==> src/rtl/rv_pkg.sv <==
// Shared fetch-side constants and the fetch state encoding.
package rv_pkg;

  // addi x0,x0,0 -- presented to decode whenever no instruction is valid
  localparam logic [31:0] NOP_INST = 32'h0000_0013;

  // First fetch address after reset
  localparam logic [31:0] RESET_PC = 32'h0100_0000;

  typedef enum logic {
    RUN   = 1'b0,
    DRAIN = 1'b1
  } fetch_state_t;

endpackage

==> src/rtl/fetch_fifo.sv <==
// Two-entry in-order {pc, inst} buffer between the instruction memory and
// decode. Space is guaranteed by the requester, so push never checks for full.
module fetch_fifo (
  input  logic        clock,
  input  logic        reset,
  input  logic        push,
  input  logic [31:0] push_pc,
  input  logic [31:0] push_inst,
  input  logic        pop,
  input  logic        flush,
  output logic [1:0]  count,
  output logic [31:0] head_pc,
  output logic [31:0] head_inst
);

  logic [31:0] pc_mem   [2];
  logic [31:0] inst_mem [2];
  logic        wr_ptr;
  logic        rd_ptr;
  logic        do_pop;

  assign do_pop = pop && (count != 2'd0);

  // Pointer and occupancy tracking; flush empties the buffer in one cycle
  always_ff @(posedge clock) begin
    if (reset || flush) begin
      count  <= 2'd0;
      wr_ptr <= 1'b0;
      rd_ptr <= 1'b0;
    end else begin
      if (push)   wr_ptr <= !wr_ptr;
      if (do_pop) rd_ptr <= !rd_ptr;
      count <= count + {1'b0, push} - {1'b0, do_pop};
    end
  end

  // Entry storage; contents are only meaningful while counted
  always_ff @(posedge clock) begin
    if (push && !flush) begin
      pc_mem[wr_ptr]   <= push_pc;
      inst_mem[wr_ptr] <= push_inst;
    end
  end

  assign head_pc   = pc_mem[rd_ptr];
  assign head_inst = inst_mem[rd_ptr];

endmodule

==> src/rtl/fetch_unit.sv <==
// Instruction fetch front end: sequential PC generation, at most two
// requests in flight or buffered, and redirect handling that drops stale
// responses while draining them in DRAIN.
//
// state | meaning
// RUN   | issuing sequential fetches, enqueueing responses
// DRAIN | discarding responses for requests made before a redirect
module fetch_unit #(
  parameter logic [31:0] RESET_PC = rv_pkg::RESET_PC,
  parameter logic [31:0] NOP_INST = rv_pkg::NOP_INST
) (
  input  logic        clock,
  input  logic        reset,
  output logic        imem_req_valid,
  output logic [31:0] imem_req_addr,
  input  logic        imem_req_ready,
  input  logic        imem_rsp_valid,
  input  logic [31:0] imem_rsp_data,
  input  logic        redirect_valid,
  input  logic [31:0] redirect_pc,
  output logic        out_valid,
  output logic [31:0] out_inst,
  output logic [31:0] out_pc,
  input  logic        out_ready
);

  rv_pkg::fetch_state_t state, state_nxt;
  logic [31:0] fetch_pc, fetch_pc_nxt;
  logic [31:0] rsp_pc, rsp_pc_nxt;     // PC belonging to the next response
  logic [1:0]  outstanding, outstanding_nxt;
  logic [1:0]  drop_cnt, drop_nxt;
  logic [1:0]  remaining;              // outstanding left after this cycle's response
  logic [1:0]  fifo_count;
  logic [31:0] head_pc, head_inst;
  logic [2:0]  occupancy;
  logic        req_fire;
  logic        push;
  logic        pop;
  logic [31:0] target_pc;
  logic        unused_bits;

  assign unused_bits = ^redirect_pc[1:0];
  assign target_pc   = {redirect_pc[31:2], 2'b00};
  assign occupancy   = {1'b0, outstanding} + {1'b0, fifo_count};
  assign remaining   = outstanding - {1'b0, imem_rsp_valid};

  // Request only when every response is guaranteed a buffer slot
  assign imem_req_valid = !reset && (state == rv_pkg::RUN) && !redirect_valid &&
                          (occupancy < 3'd2);
  assign imem_req_addr  = fetch_pc;
  assign req_fire       = imem_req_valid && imem_req_ready;

  assign out_valid = (fifo_count != 2'd0);
  assign out_inst  = out_valid ? head_inst : NOP_INST;
  assign out_pc    = out_valid ? head_pc : 32'h0;
  assign pop       = out_valid && out_ready;

  fetch_fifo u_fifo (
    .clock     (clock),
    .reset     (reset),
    .push      (push),
    .push_pc   (rsp_pc),
    .push_inst (imem_rsp_data),
    .pop       (pop),
    .flush     (redirect_valid),
    .count     (fifo_count),
    .head_pc   (head_pc),
    .head_inst (head_inst)
  );

  // Next-state and datapath control; redirect wins over push, pop and accept
  always_comb begin
    state_nxt       = state;
    fetch_pc_nxt    = fetch_pc;
    rsp_pc_nxt      = rsp_pc;
    outstanding_nxt = outstanding;
    drop_nxt        = drop_cnt;
    push            = 1'b0;
    if (redirect_valid) begin
      fetch_pc_nxt    = target_pc;
      rsp_pc_nxt      = target_pc;
      outstanding_nxt = remaining;
      drop_nxt        = remaining;
      state_nxt       = (remaining != 2'd0) ? rv_pkg::DRAIN : rv_pkg::RUN;
    end else begin
      if (req_fire) fetch_pc_nxt = fetch_pc + 32'd4;
      outstanding_nxt = outstanding + {1'b0, req_fire} - {1'b0, imem_rsp_valid};
      case (state)
        rv_pkg::RUN: begin
          if (imem_rsp_valid) begin
            push       = 1'b1;
            rsp_pc_nxt = rsp_pc + 32'd4;
          end
        end
        rv_pkg::DRAIN: begin
          if (imem_rsp_valid) drop_nxt = drop_cnt - 2'd1;
          if (drop_nxt == 2'd0) state_nxt = rv_pkg::RUN;
        end
      endcase
    end
  end

  // State and counter registers
  always_ff @(posedge clock) begin
    if (reset) begin
      state       <= rv_pkg::RUN;
      fetch_pc    <= {RESET_PC[31:2], 2'b00};
      rsp_pc      <= {RESET_PC[31:2], 2'b00};
      outstanding <= 2'd0;
      drop_cnt    <= 2'd0;
    end else begin
      state       <= state_nxt;
      fetch_pc    <= fetch_pc_nxt;
      rsp_pc      <= rsp_pc_nxt;
      outstanding <= outstanding_nxt;
      drop_cnt    <= drop_nxt;
    end
  end

endmodule

==> config.mk <==
export PLATFORM = sky130hd
export DESIGN_NAME = fetch_unit
export DESIGN_NICKNAME = d
export VERILOG_FILES = /design/src/rtl/rv_pkg.sv /design/src/rtl/fetch_fifo.sv /design/src/rtl/fetch_unit.sv
export SDC_FILE = /design/constraint.sdc
export NUM_CORES = 1
export LEC_CHECK = 0
export ABC_AREA = 0
export BUFFER_PORTS_ARGS = -buffer_cell sky130_fd_sc_hd__buf_2
export CAP_MARGIN = 40
export CORE_MARGIN = 5
export CORE_UTILIZATION = 50
export DETAILED_ROUTE_END_ITERATION = 7
export GPL_ROUTABILITY_DRIVEN = 0
export PLACE_DENSITY = 0.76
export REMOVE_ABC_BUFFERS = 1
export SLEW_MARGIN = 10
export SYNTH_ARGS = -nofsm -noshare
export SYNTH_HDL_FRONTEND = slang
export SYNTH_SLANG_ARGS = --single-unit
==> constraint.sdc <==
create_clock -name clock -period 5.5 [get_ports clock]
set_input_delay 0.55 -clock clock [delete_from_list [all_inputs] [get_ports clock]]
set_output_delay 0.55 -clock clock [all_outputs]
set_load 0.01 [all_outputs]
== After elaboration in Yosys (flattened, before gate mapping) ==
Memory sizes are Yosys's and may differ from the RTL's. A register that Yosys moved wholly into a read port is not among the register bits.
Cells that the tools add are included.

* Bitwise gates (word level): 1
* Muxes and demuxes: 26
* Eq/ne operators: 1
* Order comparisons: 1
* Add/subtract/negate cells: 9
* Reduce and logical (&&, ||, !) cells: 21

{| class="wikitable"
|+ Operator list
! operator !! count
|-
| $mux W32 || 7
|-
| $add A32 B3 Y32 const B || 2
|-
| $mux W1 || 13
|-
| $mux W2 || 6
|-
| $reduce_bool A2 Y1 || 5
|-
| $logic_and A1 B1 Y1 || 7
|-
| $sub A2 B1 Y2 || 3
|-
| $add A2 B1 Y2 || 2
|-
| $logic_not A1 Y1 || 4
|-
| $reduce_and A2 Y1 || 2
|-
| $add A2 B2 Y3 || 1
|-
| $lt A3 B2 Y1 const B || 1
|-
| $logic_not A2 Y1 || 1
|-
| $ne A2 B2 Y1 const B || 1
|-
| $reduce_or A2 Y1 || 1
|-
| $sub A2 B1 Y2 const B || 1
|-
| $logic_or A1 B1 Y1 || 1
|-
| $not A1 Y1 || 1
|}

* Logic and storage cells: 71
* Memory bits (writable): 128
* Register bits after elaboration: 73
* Memories: 2
* Input port bits: 70
* Output and inout port bits: 98

{| class="wikitable"
|+ Memory list
! name !! depth !! bits a word !! read ports !! clocked after memory_dff !! wr ports !! RTL line !! text
|-
| u_fifo.inst_mem || 2 || 32 || 1 || 1 || 1 || fetch_fifo.sv:17 || <nowiki>logic [31:0] inst_mem [2];</nowiki>
|-
| u_fifo.pc_mem || 2 || 32 || 1 || 1 || 1 || fetch_fifo.sv:16 || <nowiki>logic [31:0] pc_mem [2];</nowiki>
|}

== Depth between registers and ports, before layout ==
Gate-level depths: netlist of run 1.

* Depth in word-level cells: 8
* Gate-level depth with buffers: 14
* Mapped depth without buffers: 13

== Cells and area by module ==
From an unflattened synthesis of run 1, not the netlist that was laid out.

* Cells, all modules: 741
* Area, all modules: 9281.4 um^2

{| class="wikitable"
|+ Modules (own cells, without submodules)
! module !! cells each !! area each (um^2) !! instances
|-
| fetch_fifo || 220 || 5161.2 || 1
|-
| fetch_unit || 521 || 4120.2 || 1
|}

== Worst setup path before layout of run 1 ==
Ideal clock, no wire load.

* Path kind: input to register
* From: input port redirect_valid
* To: memory u_fifo.inst_mem[0][0], enable pin
* Setup slack: -504 ps
* Arrival time: 5446 ps
* Buffers on the path: 3
* Data required time: 4942 ps
* Stages on the path: 4
* Library setup time: 558 ps
* Cells stage by stage: clkbuf_1 > clkbuf_1 > buf_1 > nor3_1

* Longest elaborated chain between the ends: 4
* Elaborated cells between the ends (all ways): 5

{| class="wikitable"
|+ Ends and longest elaborated chain
! what !! RTL line !! text
|-
| start: declaration || fetch_unit.sv:19 || <nowiki>input logic redirect_valid,</nowiki>
|-
| $mux W1 or $logic_not A1 Y1 (tied branches) || fetch_unit.sv:79, fetch_fifo.sv:39 ||
|-
| $logic_and A1 B1 Y1 (*) || fetch_fifo.sv:39 || <nowiki>if (push && !flush) begin</nowiki>
|-
| $mux W1 (*) || fetch_fifo.sv:39 ||
|-
| $mux W1 (not written as such) (*) || fetch_fifo.sv:41 || <nowiki>inst_mem[wr_ptr] <= push_inst;</nowiki>
|-
| end: declaration || fetch_fifo.sv:17 ||
|}

Mark *: on every way between the ends. The rest lies on a longest branch, timed or not.

== Worst setup path in the final report of run 1 ==
* From: register u_fifo.count[0]
* To: register outstanding[1]

* Longest elaborated chain between the ends: 7

{| class="wikitable"
|+ Ends and longest elaborated chain
! what !! RTL line !! text
|-
| start: declaration || fetch_fifo.sv:11 || <nowiki>output logic [1:0] count,</nowiki>
|-
| start signal: assignment || fetch_fifo.sv:33 || <nowiki>count <= count + {1'b0, push} - {1'b0, do_pop};</nowiki>
|-
| $add A2 B2 Y3 || fetch_unit.sv:44 || <nowiki>assign occupancy = {1'b0, outstanding} + {1'b0, fifo_count};</nowiki>
|-
| $lt A3 B2 Y1 || fetch_unit.sv:49 || <nowiki>(occupancy < 3'd2);</nowiki>
|-
| $logic_and A1 B1 Y1 || fetch_unit.sv:48 || <nowiki>assign imem_req_valid = !reset && (state == rv_pkg::RUN) && !redirect_valid &&</nowiki>
|-
| $logic_and A1 B1 Y1 || fetch_unit.sv:51 || <nowiki>assign req_fire = imem_req_valid && imem_req_ready;</nowiki>
|-
| $add A2 B1 Y2 || fetch_unit.sv:87 || <nowiki>outstanding_nxt = outstanding + {1'b0, req_fire} - {1'b0, imem_rsp_valid};</nowiki>
|-
| $sub A2 B1 Y2 || fetch_unit.sv:87 ||
|-
| $mux W2 || fetch_unit.sv:79 || <nowiki>if (redirect_valid) begin</nowiki>
|-
| end signal: assignment || fetch_unit.sv:115 || <nowiki>outstanding <= outstanding_nxt;</nowiki>
|-
| end: declaration || fetch_unit.sv:30 || <nowiki>logic [1:0] outstanding, outstanding_nxt;</nowiki>
|}

No other way between the ends.
A chain may end at the register's enable or synchronous reset.

==> impl_metrics.yaml, run 1 <==
setup_path:
  cp_max_fo: 10
  cp.required_ns: 5.80
  critPathLaunchType: "flop"
  setup.worst_path.end_class: "flop"
  critPathKind: "reg -> reg"
  cp.arrival_ns: 3.79
route:
  drtPass1Iterations: 5
  ant_nets: 0
  detail_route.iter0.violations: 417
  wl_per_cell_um: 17.29
  drc: 0
  wl_um: 19980
  vias_per_cell: 5.719
  vias: 6605
synth:
  syn_area_per_cell_sq_um: 11.34
  synthFlopType: "edfxtp_1"
  synth.area.top_cells: "edfxtp_1, dfxtp_1, mux2i_1, nor2_1, o31a_1"
  ys_types: 50
  yosysTopAreaCell: "edfxtp_1"
  yosys_warnings: 0
  syn_area_sq_um: 8788
  syn_inst: 775
  synth_top_cell_area_share_pct: 42.37
  synth-edff-count: 124
  async_flop_share_pct: 0
  ys_seq_area_share_pct: 58.31
  synth_seq_cells: 194
pwr:
  p_sw_uw: 817.5
  p_int_mw: 2.387
  peakVddDrop_mv: 0.1988
  swShare_pct: 25.51
  clkPwrFrac_pct: 38.3
  p_per_area_nw_per_um2: 308.9
  leakage_nw: 3.765
  seqPwrFrac_pct: 52.6
  pwr-share-comb_pct: 9.1
clock_network:
  path_clk_slew_ns: 0.07
  cts_htree_levels: 4
  ctsHoldBuffers: 0
  root_buffer: "clkbuf_16"
  cts_setup_buffers: 0
  cts_tree: "done"
  clockBufferDepth: 2
  cts_sinks: 194
  insertion_delay_ns: 0.43
  cts_resized: 0
  numCtsBuffers: 17
floorplan:
  die_w_um: 142.6
  die_area_sq_um: 20330
  rows: 48
  die_height_um: 142.6
  start_util_pct: 50.81
  io_pins: 168
  coreArea_sq_um: 17300
global_route:
  grt_overflow: 0
  grt_pass1_vias: 6331
  track_usage_pct: 19.92
  grt_max_degree: 63
  antenna_found_initial: 0
  grt_pass1_wl_um: 32630
timing:
  period_share_pct: 63.34
  finalSetupViolCount: 0
  tightest_slew_ns: 0.8463
  setup_slack_ns: 2.016
  drv_slew: 0
  rsz0062_at_grt: "no"
  hold_violations: 0
  min_period_ns: 3.484
  clock.fmax_mhz: 287.1
  relSlewSlack_pct: 43.58
  fin_skew_ns: 0.009185
  holdWs_ns: 0.3062
placed_design:
  placed_cells: 1123
  dp_hpwl_um: 13600
  pre_cts_slack_ns: 2.072
  portBuffers: 161
layout:
  fin_nets: 995
  diodes: 0
  drive_above_1_share_pct: 22.90
  final_core_util_pct: 59.99
  area_growth_pct: 18.07
  finalNonFillerCells: 1155
worst_hold_path:
  hold_class: "in -> reg"
status:
  outcome: "completed"
job:
  cap_violations: 0
==> cell usage in the layout, fill, tap and decap left out, types with 8 or more instances in the layout <==
cell       instances
nand4_1           22
clkbuf_16         17
a31oi_1           14
buf_2            162
dfxtp_1           69
and4_1            11
or3_1              8
inv_1             31
nand3_1           22
nor2_1            80
mux2i_1           62
nor3_1            17
xnor2_1           17
or4_1             18
o31ai_1            9
a21oi_1           26
o31a_1            34
nand2_1           35
nor4_1            24
a21boi_0          13
edfxtp_1         124
==> cells by family (layout without fill, tap and decap cells) <==
| kind of cell | count (synthesis) | in the layout | share of synthesized area [%] |
|---|---|---|---|
| AOI/OAI and AO/OA | 138 | 138 | 11.32 |
| xor gates and xnor gates | 24 | 24 | 2.392 |
| adders and majority gates | 8 | 8 | 1.224 |
| buffers and inverters | 82 | 234 | 3.702 |
| DFF | 194 | 194 | 58.31 |
| muxes | 62 | 62 | 7.062 |
| other | 1 | 4 | 0.04267 |
| and+or+nand+nor | 266 | 266 | 15.95 |
==> worst paths after layout <==
| path | slack (ns) | cells past startpoint | from | to |
|---|---|---|---|---|
| min | 0.31 | 1 | imem_rsp_data[14] | u_fifo.inst_mem[0][14]$_DFFE_PP_ |
| max | 2.02 | 13 | u_fifo.count[0]$_SDFF_PP0_ | outstanding[1]$_SDFF_PP0_ |
| min reg2reg | 0.52 | 0 | rsp_pc[31]$_SDFFE_PP0P_ | u_fifo.pc_mem[0][31]$_DFFE_PP_ |
| max reg2reg | 2.02 | 13 | u_fifo.count[0]$_SDFF_PP0_ | outstanding[1]$_SDFF_PP0_ |
==> per-layer routing <==
metal  vias to the layer above  part of all wire (%)  track usage [%]
met3                        26                   6.4            4.234
li1                       3213                     -                -
met1                      3145                    46            28.42
met5                         -                     0                0
met4                         0                   1.8            5.953
met2                       221                    46            30.84
==> through the flow <==
| step | cell area, sq um | power, mW | setup TNS, ns |
|---|---|---|---|
| 3_5_place_dp | 9784 | 2.009 | 0 |
| 4_1_cts | 10380 | 3.233 | 0 |
| 3_3_place_gp | 9752 | 1.999 | 0 |
| 5_1_grt | 10380 | 3.348 | 0 |
| 2_1_floorplan | 8594 | 1.872 | -6.341 |
| 6_report | 10380 | 3.205 | 0 |
==> final cells by class <==
type	count	area, sq um
inverter	32	120.1
timing repair buffer	170	890.9
clock inverter	15	166.4
sequential	194	5129
tap	225	281.5
clock buffer	17	425.4
fill	1451	6920
multi-input combinational	502	3363
==> worst max-delay path, cell delays in order (launching register included) <==
cell and delay, ns:
dfxtp_1 0.38, inv_1 0.08, nor2_1 0.13, fa_1 0.47, or4b_1 0.75, nor2_1 0.35
inv_1 0.18, ha_1 0.30, inv_1 0.04, ha_1 0.18, xnor2_1 0.11, o21ai_0 0.19
xnor2_1 0.14, nor2_1 0.05
==> power by group through the flow <==
stage | Sequential [mW] | Clock (mW) | Combinational, mW
global route | 1.69 | 1.33 | 0.326
global placement | 1.71 | 0 | 0.284
finish | 1.68 | 1.23 | 0.293
CTS | 1.68 | 1.26 | 0.296
detailed placement | 1.71 | 0 | 0.294
floorplan | 1.71 | 0 | 0.163
==> cell usage after synthesis (all sizes together), types with 11 or more instances <==
master,count
dfxtp,70
or4,18
a21boi,13
edfxtp,124
nor2,81
nor3,18
and4,11
inv,32
mux2i,62
a21oi,26
buf,15
nor4,24
xnor2,17
nand3,22
o31a,34
a31oi,14
nand2,35
clkbuf,35
nand4,22
==> state kept, by name (all words and copies together) (netlist names), named ones only <==
register         cells
u_fifo.inst_mem     64
u_fifo.pc_mem       60
imem_req_addr       30
rsp_pc              30
drop_cnt             2
outstanding          2
u_fifo.count         2
state                1
u_fifo.rd_ptr        1
u_fifo.wr_ptr        1
Power figures use the tool's default switching activity.
==> run 2, diff against run 1 <==
--- a/config.mk
+++ b/config.mk
@@ -12,7 +12,7 @@
 export CORE_UTILIZATION = 50
 export DETAILED_ROUTE_END_ITERATION = 7
 export GPL_ROUTABILITY_DRIVEN = 0
-export PLACE_DENSITY = 0.76
+export PLACE_DENSITY = 0.73
 export REMOVE_ABC_BUFFERS = 1
 export SLEW_MARGIN = 10
 export SYNTH_ARGS = -nofsm -noshare
==> constraint.sdc (replaced) <==
create_clock -name clock -period 3.5 [get_ports clock]
set_input_delay 0.35 -clock clock [delete_from_list [all_inputs] [get_ports clock]]
set_output_delay 0.35 -clock clock [all_outputs]
set_load 0.01 [all_outputs]
==> run 2 against run 1 <==
Critical path depth decreased by 5. Routed wire length increased by 1.1%. Sequential power increased by 58%. Die area unchanged. Clock skew about the same. Critical path type unchanged. Largest cell class unchanged. Largest power group unchanged.
==> impl_metrics.yaml, run 2 (synthesis results as in run 1) <==
layout:
  final_common_cell: "buf_2"
  drive_above_1_share_pct: 23.35
  final_core_util_pct: 60.49
  mostFrequentLayoutCells: "buf_2, edfxtp_1, nor2_1"
  fin_nets: 1003
  finalNonFillerCells: 1163
  diodes: 0
  area_growth_pct: 19.05
  final.fill_count: 1437
  stdcell_area_sq_um: 10460
  largest_registers: "u_fifo.inst_mem (64), u_fifo.pc_mem (60)"
  largest_reg_flops: 64
  largest-register: "u_fifo.inst_mem"
placed_design:
  placed_cells: 1131
  place_area_sq_um: 9852
  portBuffers: 161
  pre_cts_slack_ns: 0.5020
  dp_hpwl_um: 14190
job:
  cap_violations: 0
setup_path:
  critPathKind: "reg -> reg"
  cp_max_fo: 14
  cp.required_ns: 3.84
  setup.worst_path.end_class: "flop"
  r2r_slack_ns: 0.51
  cp.arrival_ns: 3.34
  critPathLaunchType: "flop"
pwr:
  leakage_nw: 3.816
  p_per_area_nw_per_um2: 488.0
  peakVddDrop_mv: 0.3761
  total_power_mw: 5.105
floorplan:
  start_util_pct: 50.81
  rows: 48
  die_height_um: 142.6
  die_w_um: 142.6
  die_area_sq_um: 20330
  coreArea_sq_um: 17300
  io_pins: 168
timing:
  tightest_slew_ns: 0.6968
  rsz0062_at_grt: "no"
  finalSetupViolCount: 0
  setup-tns-final_ns: 0
  drv_slew: 0
  setup_slack_ns: 0.5059
  fin_skew_ns: 0.008868
  relSlewSlack_pct: 53.41
  holdWs_ns: 0.1087
  period_share_pct: 85.55
  hold_violations: 0
  min_period_ns: 2.994
  clock.fmax_mhz: 334.0
global_route:
  antenna_found_initial: 0
  track_usage_pct: 19.82
  grt_overflow: 0
  grt_pass1_wl_um: 32000
  grt_pass1_vias: 6040
  grt_max_degree: 63
route:
  vias_per_cell: 5.694
  ant_nets: 0
  wl_per_cell_um: 17.36
  drc: 0
  vias: 6622
  detail_route.iter0.violations: 435
  wl_um: 20190
  drtPass1Iterations: 5
clock_network:
  cts_tree: "done"
  ctsHoldBuffers: 0
  insertion_delay_ns: 0.43
  clockBufferDepth: 2
  numCtsBuffers: 17
  root_buffer: "clkbuf_16"
  cts_setup_buffers: 0
  cts_resized: 0
  cts_htree_levels: 4
  cts_sinks: 194
  path_clk_slew_ns: 0.07
status:
  outcome: "completed"
worst_hold_path:
  hold_class: "in -> reg"
-- run 2: power by group --
group	internal [mW]	switching, mW
logic	0.201	0.267
clock network	1.17	0.823
registers	2.54	0.106
total	3.91	1.20
-- run 2: area by class of cell --
class / count / area [sq um] / area share (%)
flip-flops and latches: 194 / 5129 / 49.02
multi-input cells: 502 / 3363 / 32.15
repair buffers: 178 / 958.4 / 9.161
clock buffers: 20 / 456.7 / 4.365
well taps: 225 / 281.5 / 2.691
clock inverters: 12 / 153.9 / 1.471
inverters: 32 / 120.1 / 1.148
-- run 2: worst max-delay path, cell delays in order, from the launching register on --
cell,delay (ns)
dfxtp_1,0.37
inv_1,0.08
nor2_1,0.13
fa_1,0.46
or4b_1,0.56
buf_4,0.19
or3_4,0.45
or4_1,0.41
a311oi_1,0.24
-- run 2: metal layers --
metal,GRT usage (%),wire (um),share of wire (%)
met1,28.85,9234,46
met2,29.95,9008,45
met3,4.704,1684,8.3
met4,5.303,265,1.3
met5,0,0,0
-- run 2: worst paths after layout --
path	endpoint	depth (start not counted)	start
worst max-delay path	imem_req_addr[23]$_SDFFE_PP0P_	8	u_fifo.count[0]$_SDFF_PP0_
worst min-delay path	u_fifo.inst_mem[0][19]$_DFFE_PP_	1	imem_rsp_data[19]
worst max register to register	imem_req_addr[23]$_SDFFE_PP0P_	8	u_fifo.count[0]$_SDFF_PP0_
worst min register to register	u_fifo.pc_mem[0][31]$_DFFE_PP_	0	rsp_pc[31]$_SDFFE_PP0P_
